[src/rtl/seq_run_ctrl.sv]
// Run controller for a 6-bit up/down sequence generator: prescaled stepping,
// ascending/descending phase tracking, cycle counting and optional auto-stop.
module seq_run_ctrl #(
    parameter int DIV_W = 8,
    parameter int CYC_W = 4
) (
    input  logic             clk,
    input  logic             rst,
    input  logic             start,
    input  logic             stop,
    input  logic             pause,
    input  logic [DIV_W-1:0] div,
    input  logic [CYC_W-1:0] num_cycles,
    input  logic [5:0]       gen_out,
    output logic             gen_en,
    output logic             gen_clr,
    output logic             phase,
    output logic [CYC_W-1:0] cyc_cnt,
    output logic             busy,
    output logic             done
);

    // state | meaning
    // IDLE  | waiting for start; cyc_cnt/phase hold last run's result
    // CLEAR | one-cycle generator clear, prescaler loaded
    // RUN   | prescaler counting down, gen_en on terminal count
    // PAUSE | stepping frozen, prescaler value held
    // DONE  | one-cycle completion pulse
    typedef enum logic [2:0] {IDLE, CLEAR, RUN, PAUSE, DONE} state_t;

    state_t           state;
    logic [DIV_W-1:0] presc;
    logic [DIV_W-1:0] div_q;
    logic [DIV_W-1:0] presc_nxt;
    logic [CYC_W-1:0] num_q;
    logic [CYC_W-1:0] cyc_inc;
    logic             at_top;
    logic             wrap_end;
    logic             complete;

    // gen_en is registered, so it is raised on the edge that takes the prescaler to 0
    always_comb begin
        presc_nxt = (presc == '0) ? div_q : presc - 1'b1;
        cyc_inc   = cyc_cnt + 1'b1;
        at_top    = (gen_out == 6'd63);
        wrap_end  = phase && (gen_out == 6'd0);
        complete  = wrap_end && (num_q != '0) && (cyc_inc == num_q);
    end

    always_ff @(posedge clk or negedge rst) begin
        if (!rst) begin
            state   <= IDLE;
            presc   <= '0;
            div_q   <= '0;
            num_q   <= '0;
            gen_en  <= 1'b0;
            gen_clr <= 1'b0;
            phase   <= 1'b0;
            cyc_cnt <= '0;
            busy    <= 1'b0;
            done    <= 1'b0;
        end else begin
            gen_clr <= 1'b0;
            done    <= 1'b0;
            case (state)
                IDLE: begin
                    gen_en <= 1'b0;
                    busy   <= 1'b0;
                    if (start && !stop) begin
                        state   <= CLEAR;
                        div_q   <= div;
                        num_q   <= num_cycles;
                        cyc_cnt <= '0;
                        phase   <= 1'b0;
                        gen_clr <= 1'b1;
                        busy    <= 1'b1;
                    end
                end
                CLEAR: begin
                    if (stop) begin
                        state  <= IDLE;
                        busy   <= 1'b0;
                        gen_en <= 1'b0;
                    end else begin
                        state  <= RUN;
                        presc  <= div_q;
                        gen_en <= (div_q == '0);
                    end
                end
                RUN: begin
                    if (stop) begin
                        state  <= IDLE;
                        busy   <= 1'b0;
                        gen_en <= 1'b0;
                    end else begin
                        if (!phase && at_top) begin
                            phase <= 1'b1;
                        end else if (wrap_end) begin
                            phase   <= 1'b0;
                            cyc_cnt <= cyc_inc;
                        end
                        if (complete) begin
                            state  <= DONE;
                            done   <= 1'b1;
                            gen_en <= 1'b0;
                        end else if (pause) begin
                            state  <= PAUSE;
                            gen_en <= 1'b0;
                        end else begin
                            presc  <= presc_nxt;
                            gen_en <= (presc_nxt == '0);
                        end
                    end
                end
                PAUSE: begin
                    if (stop) begin
                        state  <= IDLE;
                        busy   <= 1'b0;
                        gen_en <= 1'b0;
                    end else if (!pause) begin
                        // the release edge counts as a normal RUN step
                        state  <= RUN;
                        presc  <= presc_nxt;
                        gen_en <= (presc_nxt == '0);
                    end else begin
                        gen_en <= 1'b0;
                    end
                end
                DONE: begin
                    state  <= IDLE;
                    busy   <= 1'b0;
                    gen_en <= 1'b0;
                end
                default: begin
                    state  <= IDLE;
                    busy   <= 1'b0;
                    gen_en <= 1'b0;
                end
            endcase
        end
    end

endmodule

[config.mk]
export PLATFORM = sky130hd
export DESIGN_NAME = seq_run_ctrl
export DESIGN_NICKNAME = d
export VERILOG_FILES = /design/src/rtl/seq_run_ctrl.sv
export SDC_FILE = /design/constraint.sdc
export NUM_CORES = 1
export LEC_CHECK = 0
export BUFFER_PORTS_ARGS = -buffer_cell sky130_fd_sc_hd__buf_2
export CAP_MARGIN = 25
export CELL_PAD_IN_SITES_DETAIL_PLACEMENT = 0
export CELL_PAD_IN_SITES_GLOBAL_PLACEMENT = 1
export CORE_MARGIN = 2
export CORE_UTILIZATION = 40
export DETAILED_ROUTE_END_ITERATION = 12
export PLACE_DENSITY_LB_ADDON = 0.08
export REMOVE_ABC_BUFFERS = 1
export SYNTH_ARGS = -nofsm -noshare
export SYNTH_HDL_FRONTEND = slang
export SYNTH_SLANG_ARGS = --single-unit
[constraint.sdc]
create_clock -name clk -period 4.6 [get_ports clk]
set_input_delay 0.46 -clock clk [delete_from_list [all_inputs] [get_ports clk]]
set_output_delay 0.46 -clock clk [all_outputs]
set_load 0.02 [all_outputs]
### After elaboration in Yosys (flattened, before gate mapping)

Index checks and enable logic that the tools add are counted.

* register bits: 32
* output and inout bits: 9

* add/subtract/negate cells: 2
* equal/unequal tests: 16
* muxes and demuxes: 38
* reductions and logical operators: 21

Operators by type and width (number)
* two-way mux 8 bit: 6
* zero test 8 bit: 3
* one-hot mux 8 bit (3 select lines): 1
* two-way mux 3 bit: 6
* two-way mux 4 bit: 4
* two-way mux 1 bit: 15
* inequality test 2 bit (second input constant): 7
* one-hot mux 3 bit (4 select lines): 1
* AND reduction 5 bit: 2
* one-hot mux 4 bit (2 select lines): 1
* subtractor 8 x 1 -> 8 bit (second input constant): 1
* == test 3 x 2 -> 1 bit (second input constant): 2
* == test 6 bit (second input constant): 1
* zero test 6 bit: 1
* inequality test 3 bit (second input constant): 2
* logical AND 1 bit: 5
* adder 4 x 1 -> 4 bit (second input constant): 1
* == test 4 bit: 1
* inequality test 4 bit (second input constant): 1
* one-hot mux 1 bit (2 select lines): 2
* AND reduction 4 bit: 1
* nonzero test 4 bit: 1
* == test 3 x 1 -> 1 bit (second input constant): 1
* zero test 3 bit: 1
* other kinds (9): 10

### Depth between registers and ports, before layout

Gate-level depths: netlist of the first run.

* word-level depth: 7
* gate-level depth with buffers: 9

### Least setup slack after synthesis of the first run

OpenSTA, ideal clock, no wires.

* kind: register -> register
* from: register cyc_cnt[0]
* to: register presc[5]
* library setup time: 0.125 ns
* arrival time: 2.188 ns
* data required time: 4.475 ns
* setup slack: 2.287 ns
* cell stages (with the launch flop): 8
* path buffers: 1
* cells stage by stage: dfrtp_1 > ha_1 > xnor3_4 > nor4b_4 > a31oi_4 > and2_4 > buf_6 > mux2_4

* word-level cells in the longest chain between the ends: 5

Ends and longest elaborated chain
* start, declared: line 18 `output logic [CYC_W-1:0] cyc_cnt,`
* start signal, assigned: line 100 `cyc_cnt <= cyc_inc;`
* adder 4 x 1 -> 4 bit: line 44 `cyc_inc = cyc_cnt + 1'b1;`
* == test 4 bit: line 47 `complete = wrap_end && (num_q != '0) && (cyc_inc == num_q);`
* logical AND 1 bit: line 47
* inequality test 2 bit (no line)
* AND reduction 5 bit (no line)
* end signal, assigned: line 86 `presc <= div_q;`
* end signal, assigned: line 110 `presc <= presc_nxt;`
* end signal, assigned: line 123 `presc <= presc_nxt;`
* end, declared: line 32 `logic [DIV_W-1:0] presc;`

No other way between the ends.
A chain may end at the register's enable or synchronous reset.

### Final worst setup path of the first run

* from: register cyc_cnt[0]
* to: register presc[6]

Same word-level chain as after synthesis.

==> summary.md, run 1 <==
| Metric | Value |
|---|---|
| Final net count | 258 |
| Maximum clock path buffer count | 2 |
| Synth Warn # | 0 |
| Flops & latches, synth | 32 |
| Share of post-route cells with drive strength above 1 | 0.216 |
| Buffer count from post-CTS setup fixing | 0 |
| Reg clk slew, reported paths | 0.06 ns |
| WS Path Type | reg -> reg |
| Largest net degree at the start of global routing | 33 |
| Final worst clock skew | just under 0.004 ns |
| Worst path buffer plus inverter count | 0 |
| Clock root buffer | clkbuf_8 |
| Height of the die | 71.2 µm |
| Data required time of the worst path | 4.76 ns |
| RSZ-0062 raised after global routing | no |
| Max-cap violations | 0 |
| Commonest cells after routing, fill and taps aside | nand2_1 (52), dfrtp_1 (32), buf_2 (31) |
| Vias | 1,532 |
| Initial Util | 0.415 |
| Final min period | 2.31 ns |
| Initial antenna violation count | 0 |
| Clock Latency Late Sink | 0.28 ns |
| DP Area | ~2000 µm² |
| Reg2Reg Setup Slack | 2.29 ns |
| H-tree Lvls | 2 |
| P_leak | 0.981 nW |
| Status | finished clean |
| Average cell area after synthesis | 9.03 µm² |
| Cells after Synth | 200 |
| Die X | 71.2 µm |
| DRT Pass-1 Iters | 4 |
| Main synth FF type | dfrtp_1 |
| Grt ovf | 0 |
| Worst Path Max Fanout | 8 |
| Total CTS buffers | 5 |
| Worst path max stage delay | 0.49 ns |
| Vias in the first global route | 1,494 |
| GRT Overall Usage | 0.178 |
| Global-route wire length before repair | 7150 µm |
| Antenna cells | 0 |
| Core ar. | about 4400 µm² |
| Antenna-violating nets left | 0 |
| Drt total wl | 4120 µm |
| Setup crit end kind | flop |
| Reg2reg end | presc[6]$_DFFE_PN0P_ |
| CTS resizes | 0 |
| Post-synth ARST share | 1.00 |
| Post-synth EDFFs | 0 |
| Final GP Congestion | 0.874 |
| Synth unique cells | 44 |
| CP max stage cell | xnor3_4 |
| Post-DR vias/cell | 5.39 |
| Worst min path class | in -> async |
| Worst path cell trace | ha_1 > xnor3_4 > nor4b_4 > a31oi_4 > and2_4 > mux2_4 |
| Final Hold Viols | 0 |
| Clk sinks | 32 |
| Max-slew headroom | 0.486 |
| PD cells | 448 nW/µm² |
| Design Area, Final | 2070 µm² |
| FF-to-FF Start | cyc_cnt[0]$_DFFE_PN0P_ |
| DRC | 0 |
| Fmax | 433 MHz |
| Buffers added on ports | 31 |
| Hold-fix buffers at CTS | 0 |
| Setup Viol. Count Final | 0 |
| Crit path DAT | 2.47 ns |
| Post-synthesis cell area | 1810 µm² |
| Post-route clock period utilization | 0.502 |
| Worst r2r path cells | 6 |
| WL/cell | around 15 µm |
| Max-slew violation count | 0 |
| CTS tree | built |
| Peak supply drop | 0.191 mV |
| Post-layout total power | around 930 µW |
| Area growth syn-to-layout | 14.8% |
| CP top delay family | XOR/XNOR gates |
| Row count | 24 |
| Actual slew at the worst max-slew pin | 0.772 ns |
| Commonest non-fill, non-tap cell in the layout | nand2_1 |
| 1st-iter DRT viols | about 120 |
| Post-DP HPWL | 3110 µm |
| DIE AREA | 5070 µm² |
| Setup TNS | 0 ns |
| I/O Pins | 32 |
| Type of origin of the critical path | flop |
| Sequential fraction of the synthesis area | 0.444 |
-- power breakdown --
group | internal, mW | switching [mW]
clock network | 0.103 | 0.0951
registers | 0.343 | 0.0924
logic | 0.135 | 0.161
-- cell usage after synthesis, types with 4 or more instances --
master	n	area (µm²)
o21ai_0	14	70.1
or3_1	4	25.0
nand2b_1	5	31.3
inv_1	5	18.8
dfrtp_1	32	801
nor4_1	5	31.3
nand2_1	52	195
nor2_1	10	37.5
nand3_1	5	25.0
clkbuf_1	4	15.0
nor3_1	5	25.0
a21oi_1	8	40.0
a31oi_1	5	31.3
-- metal layers --
layer	GRT usage	part of all wire	vias up
met5	0	0	-
met4	0.0650	0.014	0
met3	0.0442	0.049	6
met2	0.256	0.43	38
met1	0.260	0.51	715
li1	-	-	773
-- per-stage QoR --
step                hold slack, ns  setup WS [ns]   util  std cells
floorplan                    0.164           2.34      -        194
global route                 0.287           2.16  0.476        284
CTS                          0.254           2.31  0.476        284
global placement             0.468           2.29  0.458        277
finish                       0.233           2.29  0.476        284
detailed placement           0.470           2.22  0.458        277
-- kinds of logic (layout without fill, tap and decap cells) --
| logic type | after synthesis | after routing | share of synthesized area |
|---|---|---|---|
| adder cells (fa/ha/maj) | 3 | 3 | 0.0208 |
| buffers and inverters | 11 | 43 | 0.0270 |
| flip-flops | 32 | 32 | 0.444 |
| AO/OA/AOI/OAI | 40 | 40 | 0.146 |
| multiplexers | 6 | 6 | 0.0416 |
| XOR/XNOR | 5 | 5 | 0.0340 |
| AND/OR/NAND/NOR | 103 | 103 | 0.287 |
-- flip-flops by register name, summed over array words and instances, names as in the netlist --
| register | count |
|---|---|
| gen_en | 1 |
| presc | 8 |
| div_q | 8 |
| busy | 1 |
| num_q | 4 |
| done | 1 |
| state | 3 |
| gen_clr | 1 |
| cyc_cnt | 4 |
| phase | 1 |
-- how the worst max path moves through the flow --
| stage | from | to | slack (ns) | depth (start not counted) |
|---|---|---|---|---|
| 2_1_floorplan | cyc_cnt[0]$_DFFE_PN0P_ | presc[5]$_DFFE_PN0P_ | 2.34 | 6 |
| 3_3_place_gp | gen_out[2] | presc[6]$_DFFE_PN0P_ | 2.29 | 6 |
| 3_5_place_dp | gen_out[2] | cyc_cnt[0]$_DFFE_PN0P_ | 2.22 | 6 |
| 4_1_cts | cyc_cnt[0]$_DFFE_PN0P_ | presc[6]$_DFFE_PN0P_ | 2.31 | 6 |
| 5_1_grt | presc[0]$_DFFE_PN0P_ | presc[2]$_DFFE_PN0P_ | 2.16 | 7 |
| 6_report | cyc_cnt[0]$_DFFE_PN0P_ | presc[6]$_DFFE_PN0P_ | 2.29 | 6 |
-- final cells by class --
cell class	count	area (µm²)
clock buffer	6	72.6
fill	436	2280
multi-input combinational	157	956
inverter	5	18.8
clock inverter	1	5.00
tap	52	65.1
sequential	32	801
timing repair buffer	31	155
Note: power is estimated with default switching activity, not from simulation.
==> run 2, diff against run 1 <==
==> constraint.sdc (replaced) <==
create_clock -name clk -period 2.2 [get_ports clk]
set_input_delay 0.22 -clock clk [delete_from_list [all_inputs] [get_ports clk]]
set_output_delay 0.22 -clock clk [all_outputs]
set_load 0.02 [all_outputs]
==> run 2 against run 1 <==
The run now ends with negative hold slack left. Register-to-register slack got worse by 2.2 ns. Worst setup slack got worse by 2.2 ns. Routed wire length is 3.2% higher. Combinational power rose to 2.6 times the previous value. Global-route usage is 1.2 points higher. Total power up 130%. Via count rose by 5.1%. Critical path type unchanged. Largest cell class unchanged. Highest routed layer unchanged.
==> summary.md, run 2 (same netlist as run 1, synthesis figures left out) <==
| Metric | Value |
|---|---|
| Final worst clock skew | 0.00787 ns (+0.00393 ns) |
| Die X | 71.2 µm (unchanged) |
| Registers with the most flip-flops | div_q (8), presc (8) |
| Drt total wl | 4250 µm (+3.2%) |
| Status | finished, violations left |
| Commonest non-fill, non-tap cell in the layout | nand2_1 |
| Hold-fix buffers at CTS | 0 (unchanged) |
| Actual slew at the worst max-slew pin | 0.713 ns (-0.0586 ns) |
| Max-slew headroom | 0.525 (+0.0391) |
| Buffer count from post-CTS setup fixing | 0 (unchanged) |
| Max-cap violations | 0 (unchanged) |
| Final Hold Viols | 25 (+25) |
| FF-to-FF Start | cyc_cnt[1]$_DFFE_PN0P_ |
| Clock root buffer | clkbuf_8 |
| CP Launch Point | cyc_cnt[1]$_DFFE_PN0P_ |
| PD cells | 988 nW/µm² (+120%) |
| Type of origin of the critical path | flop |
| Largest net degree at the start of global routing | 33 (unchanged) |
| Vias in the first global route | 1,645 (+10%) |
| Violated checks | negative hold slack |
| Reg clk slew, reported paths | 0.07 ns (about the same) |
| DIE AREA | 5070 µm² (unchanged) |
| Row count | 24 (unchanged) |
| Setup crit end kind | flop |
| Crit path DAT | 2.27 ns (-0.20 ns) |
| Area of the multi-input gates | 957 µm² (+0.13%) |
| Worst r2r path cells | 6 (unchanged) |
| Share of post-route cells with drive strength above 1 | 0.257 (+0.0416) |
| DRT Pass-1 Iters | 4 (unchanged) |
| Initial Util | 0.415 (unchanged) |
| 1st-iter DRT viols | 155 (+26%) |
| Data required time of the worst path | 2.37 ns (-2.39 ns) |
| Peak supply drop | 0.358 mV (+88%) |
| Post-DP HPWL | 3210 µm (+3.0%) |
| DRC | 0 (unchanged) |
| I/O Pins | 32 (unchanged) |
| Height of the die | 71.2 µm (unchanged) |
| Initial antenna violation count | 0 (unchanged) |
| Buffers added on ports | 31 (unchanged) |
| Reg2reg end | presc[5]$_DFFE_PN0P_ |
| Final GP Congestion | 0.795 (-9.0%) |
| Fmax | 476 MHz (+9.7%) |
| Maximum clock path buffer count | 2 (unchanged) |
| Worst Path Max Fanout | 7 (-1) |
| Area growth syn-to-layout | 21.6% |
| Total CTS buffers | 5 (unchanged) |
| Clk sinks | 32 (unchanged) |
| RSZ-0062 raised after global routing | no |
| Commonest cells after routing, fill and taps aside | nand2_1 (52), dfrtp_1 (32), buf_2 (31) |
| H-tree Lvls | 2 (unchanged) |
| Hold_ws | -0.0204 ns (-0.254 ns) |
| CTS tree | built |
| WL/cell | 14.3 µm (-1.4%) |
| Core ar. | 4350 µm² (unchanged) |
| Post-route clock period utilization | 0.956 (+0.454) |
| Filler Cell Count | 433 (-0.69%) |
| Setup Viol. Count Final | 0 (unchanged) |
| Global-route wire length before repair | 7590 µm (+6.2%) |
| Grt ovf | 0 (unchanged) |
| Max-slew violation count | 0 (unchanged) |
| CP Capture Point | presc[5]$_DFFE_PN0P_ |
| Reg2Reg Setup Slack | 0.1 ns (-2.20 ns) |
| P_leak | 1.05 nW (+7.2%) |
| Vias | 1,610 (+5.1%) |
| Clock Latency Late Sink | 0.29 ns (about the same) |
| Worst min path class | in -> async |
| Post-DR vias/cell | 5.42 (+0.49%) |
| Register area | 801 µm² (unchanged) |
| Antenna cells | 0 (unchanged) |
| GRT Overall Usage | 0.190 (+0.0121) |
| Final net count | 270 (+4.7%) |
| Final min period | 2.10 ns (-0.204 ns) |
| Antenna-violating nets left | 0 (unchanged) |
| Post-layout total power | 2.17 mW (+130%) |
| WS Path Type | reg -> reg |
[run 2: critical path: stages, from the launching register on]
cell     delay [ns]
dfrtp_1        0.40
ha_1           0.22
xnor3_4        0.44
nor4b_4        0.26
a31oi_4        0.13
and2_4         0.22
mux2_4         0.30
[run 2: metrics by stage]
step	std cells	cell area (µm²)	setup WS, ns	utilization	setup TNS (ns)
finish	297	2190	0.0973	0.504	0
global route	297	2190	0.0180	0.504	0
CTS	297	2190	0.0869	0.504	0
detailed placement	289	2090	0.101	0.479	0
global placement	289	2090	0.142	0.479	0
floorplan	194	1780	-0.0579	-	-0.174
[run 2: power by group]
group / switching [mW] / total, mW / internal [mW]
Combinational: 0.414 / 0.769 / 0.355
Clock: 0.215 / 0.551 / 0.336
Sequential: 0.130 / 0.847 / 0.718
[run 2: worst min-delay path by stage]
| stage | to | slack, ns | from |
|---|---|---|---|
| after floorplan | busy$_DFFE_PN0P_ | -0.08 | rst |
| after global placement | cyc_cnt[3]$_DFFE_PN0P_ | 0.32 | rst |
| after detailed placement | cyc_cnt[3]$_DFFE_PN0P_ | 0.32 | rst |
| after CTS | cyc_cnt[3]$_DFFE_PN0P_ | 0.006 | rst |
| after global routing | cyc_cnt[3]$_DFFE_PN0P_ | 0.03 | rst |
| final | cyc_cnt[3]$_DFFE_PN0P_ | -0.02 | rst |
[run 2: metal layers]
metal	global-route usage	up-vias	part of all wire
met2	0.303	37	0.46
met4	0.0713	0	0.014
li1	-	800	-
met1	0.257	768	0.48
met3	0.0370	5	0.043
met5	0	-	0
[run 2: timing repair]
action / 4_1_cts / 5_1_grt
gates resized for setup: 0 / 1
hold endpoints to repair: 0 / 0
setup endpoints to repair: 0 / 1
[run 2: final cells by class]
type	instances	area share
flip-flops and latches	32	0.365
multi-input cells	157	0.436
clock buffers	6	0.0331
repair buffers	43	0.112
clock inverters	2	0.0160
inverters	5	0.00855
well taps	52	0.0296
==> run 3, diff against run 2 <==
--- a/config.mk
+++ b/config.mk
@@ -8,9 +8,9 @@
 export BUFFER_PORTS_ARGS = -buffer_cell sky130_fd_sc_hd__buf_2
 export CAP_MARGIN = 25
 export CELL_PAD_IN_SITES_DETAIL_PLACEMENT = 0
-export CELL_PAD_IN_SITES_GLOBAL_PLACEMENT = 1
+export CELL_PAD_IN_SITES_GLOBAL_PLACEMENT = 2
 export CORE_MARGIN = 2
-export CORE_UTILIZATION = 40
+export CORE_UTILIZATION = 33
 export DETAILED_ROUTE_END_ITERATION = 12
 export PLACE_DENSITY_LB_ADDON = 0.08
 export REMOVE_ABC_BUFFERS = 1
==> run 3 against run 2 <==
The run still ends with negative hold slack left. Die area is 20% higher. Sequential share of layout area is 0.65 points lower. Clock skew is 0.0040 ns lower. Total power is 1.6% higher. Core utilization is 7.5 points lower. Worst setup slack better by 0.039 ns. Routed wire length is 9.0% higher. Critical path type unchanged. Critical endpoint unchanged. Highest routed layer unchanged.
==> summary.md, run 3 (same netlist as run 1, synthesis figures left out) <==
| Metric | Value |
|---|---|
| Filler Cell Count | 535 (+24%) |
| Vias | 1,647 (+2.3%) |
| Violated checks | negative hold slack |
| P_leak | 1.06 nW (+0.74%) |
| Status | finished, violations left |
| Buffers added on ports | 31 (unchanged) |
| Type of origin of the critical path | flop |
| Final Hold Viols | 4 (-84%) |
| PD cells | 985 nW/µm² (-0.26%) |
| Total CTS buffers | 5 (unchanged) |
| Actual slew at the worst max-slew pin | 0.745 ns (+0.0322 ns) |
| Post-DP HPWL | 3440 µm (+7.2%) |
| Clock Latency Late Sink | 0.28 ns (about the same) |
| Post-DR vias/cell | 5.20 (-4.2%) |
| Vias in the first global route | 1,635 (-0.61%) |
| RSZ-0062 raised after global routing | no |
| Clk sinks | 32 (unchanged) |
| Max-cap violations | 0 (unchanged) |
| GRT Overall Usage | 0.169 (-0.0214) |
| I/O Pins | 32 (unchanged) |
| Grt ovf | 0 (unchanged) |
| Reg2reg end | presc[5]$_DFFE_PN0P_ |
| Worst min path class | in -> async |
| Final worst clock skew | 0.00392 ns (-0.00396 ns) |
| Data required time of the worst path | 2.37 ns (about the same) |
| 1st-iter DRT viols | 118 (-24%) |
| Area growth syn-to-layout | 23.8% |
| DIE AREA | 6080 µm² (+20%) |
| Commonest non-fill, non-tap cell in the layout | nand2_1 |
| Setup crit end kind | flop |
| Clock root buffer | clkbuf_8 |
| Largest net degree at the start of global routing | 33 (unchanged) |
| Post-route clock period utilization | 0.938 (-0.0179) |
| Worst Path Max Fanout | 4 (-3) |
| CP Capture Point | presc[5]$_DFFE_PN0P_ |
| DRC | 0 (unchanged) |
| Peak supply drop | 0.359 mV (about the same) |
| Global-route wire length before repair | 8020 µm (+5.7%) |
| WS Path Type | reg -> reg |
| Initial Util | 0.347 (-0.0678) |
| Drt total wl | 4640 µm (+9.0%) |
| Core ar. | 5200 µm² (+20%) |
| Place WS | 0.0684 ns (-0.0326 ns) |
| Fmax | 485 MHz (+1.9%) |
| Hold_ws | -0.0125 ns (+0.00786 ns) |
| Antenna-violating nets left | 0 (unchanged) |
| Height of the die | 78.0 µm (+9.5%) |
| Setup Viol. Count Final | 0 (unchanged) |
| DRT Pass-1 Iters | 4 (unchanged) |
| Die X | 78.0 µm (+9.5%) |
| Row count | 26 (+8.3%) |
| Share of post-route cells with drive strength above 1 | 0.267 (+0.0101) |
| Maximum clock path buffer count | 2 (unchanged) |
| Max-slew headroom | 0.503 (-0.0215) |
| Reg2Reg Setup Slack | 0.14 ns (+0.04 ns) |
| Final net count | 272 (+0.74%) |
| Crit path DAT | 2.23 ns (-0.04 ns) |
| Final min period | 2.06 ns (-0.0393 ns) |
| Max-slew violation count | 0 (unchanged) |
| Initial antenna violation count | 0 (unchanged) |
| Fin worst setup slack | 0.137 ns (+0.0393 ns) |
| Antenna cells | 0 (unchanged) |
| Area of the multi-input gates | 960 µm² (+0.26%) |
| Reg clk slew, reported paths | 0.07 ns (about the same) |
| Registers with the most flip-flops | div_q (8), presc (8) |
| Worst r2r path cells | 6 (unchanged) |
| H-tree Lvls | 2 (unchanged) |
| FF-to-FF Start | cyc_cnt[0]$_DFFE_PN0P_ |
| Final GP Congestion | 0.788 (-0.82%) |
| WL/cell | 14.6 µm (+2.1%) |
| CTS tree | built |
| Commonest cells after routing, fill and taps aside | nand2_1 (52), dfrtp_1 (32), buf_2 (31) |
| CP Launch Point | cyc_cnt[0]$_DFFE_PN0P_ |
| Register area | 801 µm² (unchanged) |
-- run 3: cell types whose count changed in the layout (fill, tap and decap cells not counted) --
cell	previous run	this run
ha_2	0	1
ha_1	3	2
buf_4	12	14
-- run 3: critical path, cell delays in order, from the launching register on --
cell     delay [ns]
dfrtp_1        0.39
ha_2           0.20
xnor3_4        0.43
nor4b_4        0.29
a31oi_4        0.13
and2_4         0.21
mux2_4         0.29
-- run 3: what timing repair did --
action | 4_1_cts | 5_1_grt
gates resized for setup | 0 | 2
hold buffers | 0 | 0
setup endpoints to repair | 0 | 3
setup buffers | 0 | 2
-- run 3: metrics by stage --
step / util / TNS (ns) / total power, mW / cell area, µm² / std cells
after floorplan: - / -0.174 / 1.34 / 1780 / 194
after global placement: 0.405 / 0 / 1.62 / 2110 / 307
after detailed placement: 0.405 / 0 / 1.64 / 2110 / 307
after CTS: 0.426 / 0 / 2.21 / 2220 / 315
after global routing: 0.429 / 0 / 2.38 / 2230 / 317
final: 0.429 / 0 / 2.20 / 2230 / 317
-- run 3: layout make-up --
cell class | count | share of cell area
multi-input combinational | 157 | 0.429
sequential | 32 | 0.358
timing repair buffer | 45 | 0.116
tap | 70 | 0.0392
clock buffer | 6 | 0.0325
clock inverter | 2 | 0.0157
inverter | 5 | 0.00840
-- run 3: power by group --
group          switching (mW)  internal [mW]  total [mW]  leakage (nW)
sequential              0.131          0.717       0.848         0.408
clock                   0.225          0.336       0.561        0.0552
combinational           0.432          0.360       0.792         0.596
total                   0.788           1.41        2.20          1.06
-- run 3: worst min path at each step --
| stage | cells past startpoint | to | slack (ns) |
|---|---|---|---|
| final | 1 | cyc_cnt[3]$_DFFE_PN0P_ | -0.01 |
| after global routing | 1 | cyc_cnt[0]$_DFFE_PN0P_ | 0.04 |
| after CTS | 1 | done$_DFF_PN0_ | 0.02 |
| after detailed placement | 1 | cyc_cnt[3]$_DFFE_PN0P_ | 0.33 |
| after global placement | 1 | cyc_cnt[3]$_DFFE_PN0P_ | 0.32 |
| after floorplan | 0 | busy$_DFFE_PN0P_ | -0.08 |
-- run 3: routing by layer --
| metal | vias to the layer above | wire (µm) | GRT usage |
|---|---|---|---|
| met4 | 0 | 40 | 0.0421 |
| met3 | 4 | 267 | 0.0628 |
| li1 | 807 | - | - |
| met2 | 51 | 2080 | 0.249 |
| met5 | - | 0 | 0 |
| met1 | 785 | 2250 | 0.234 |
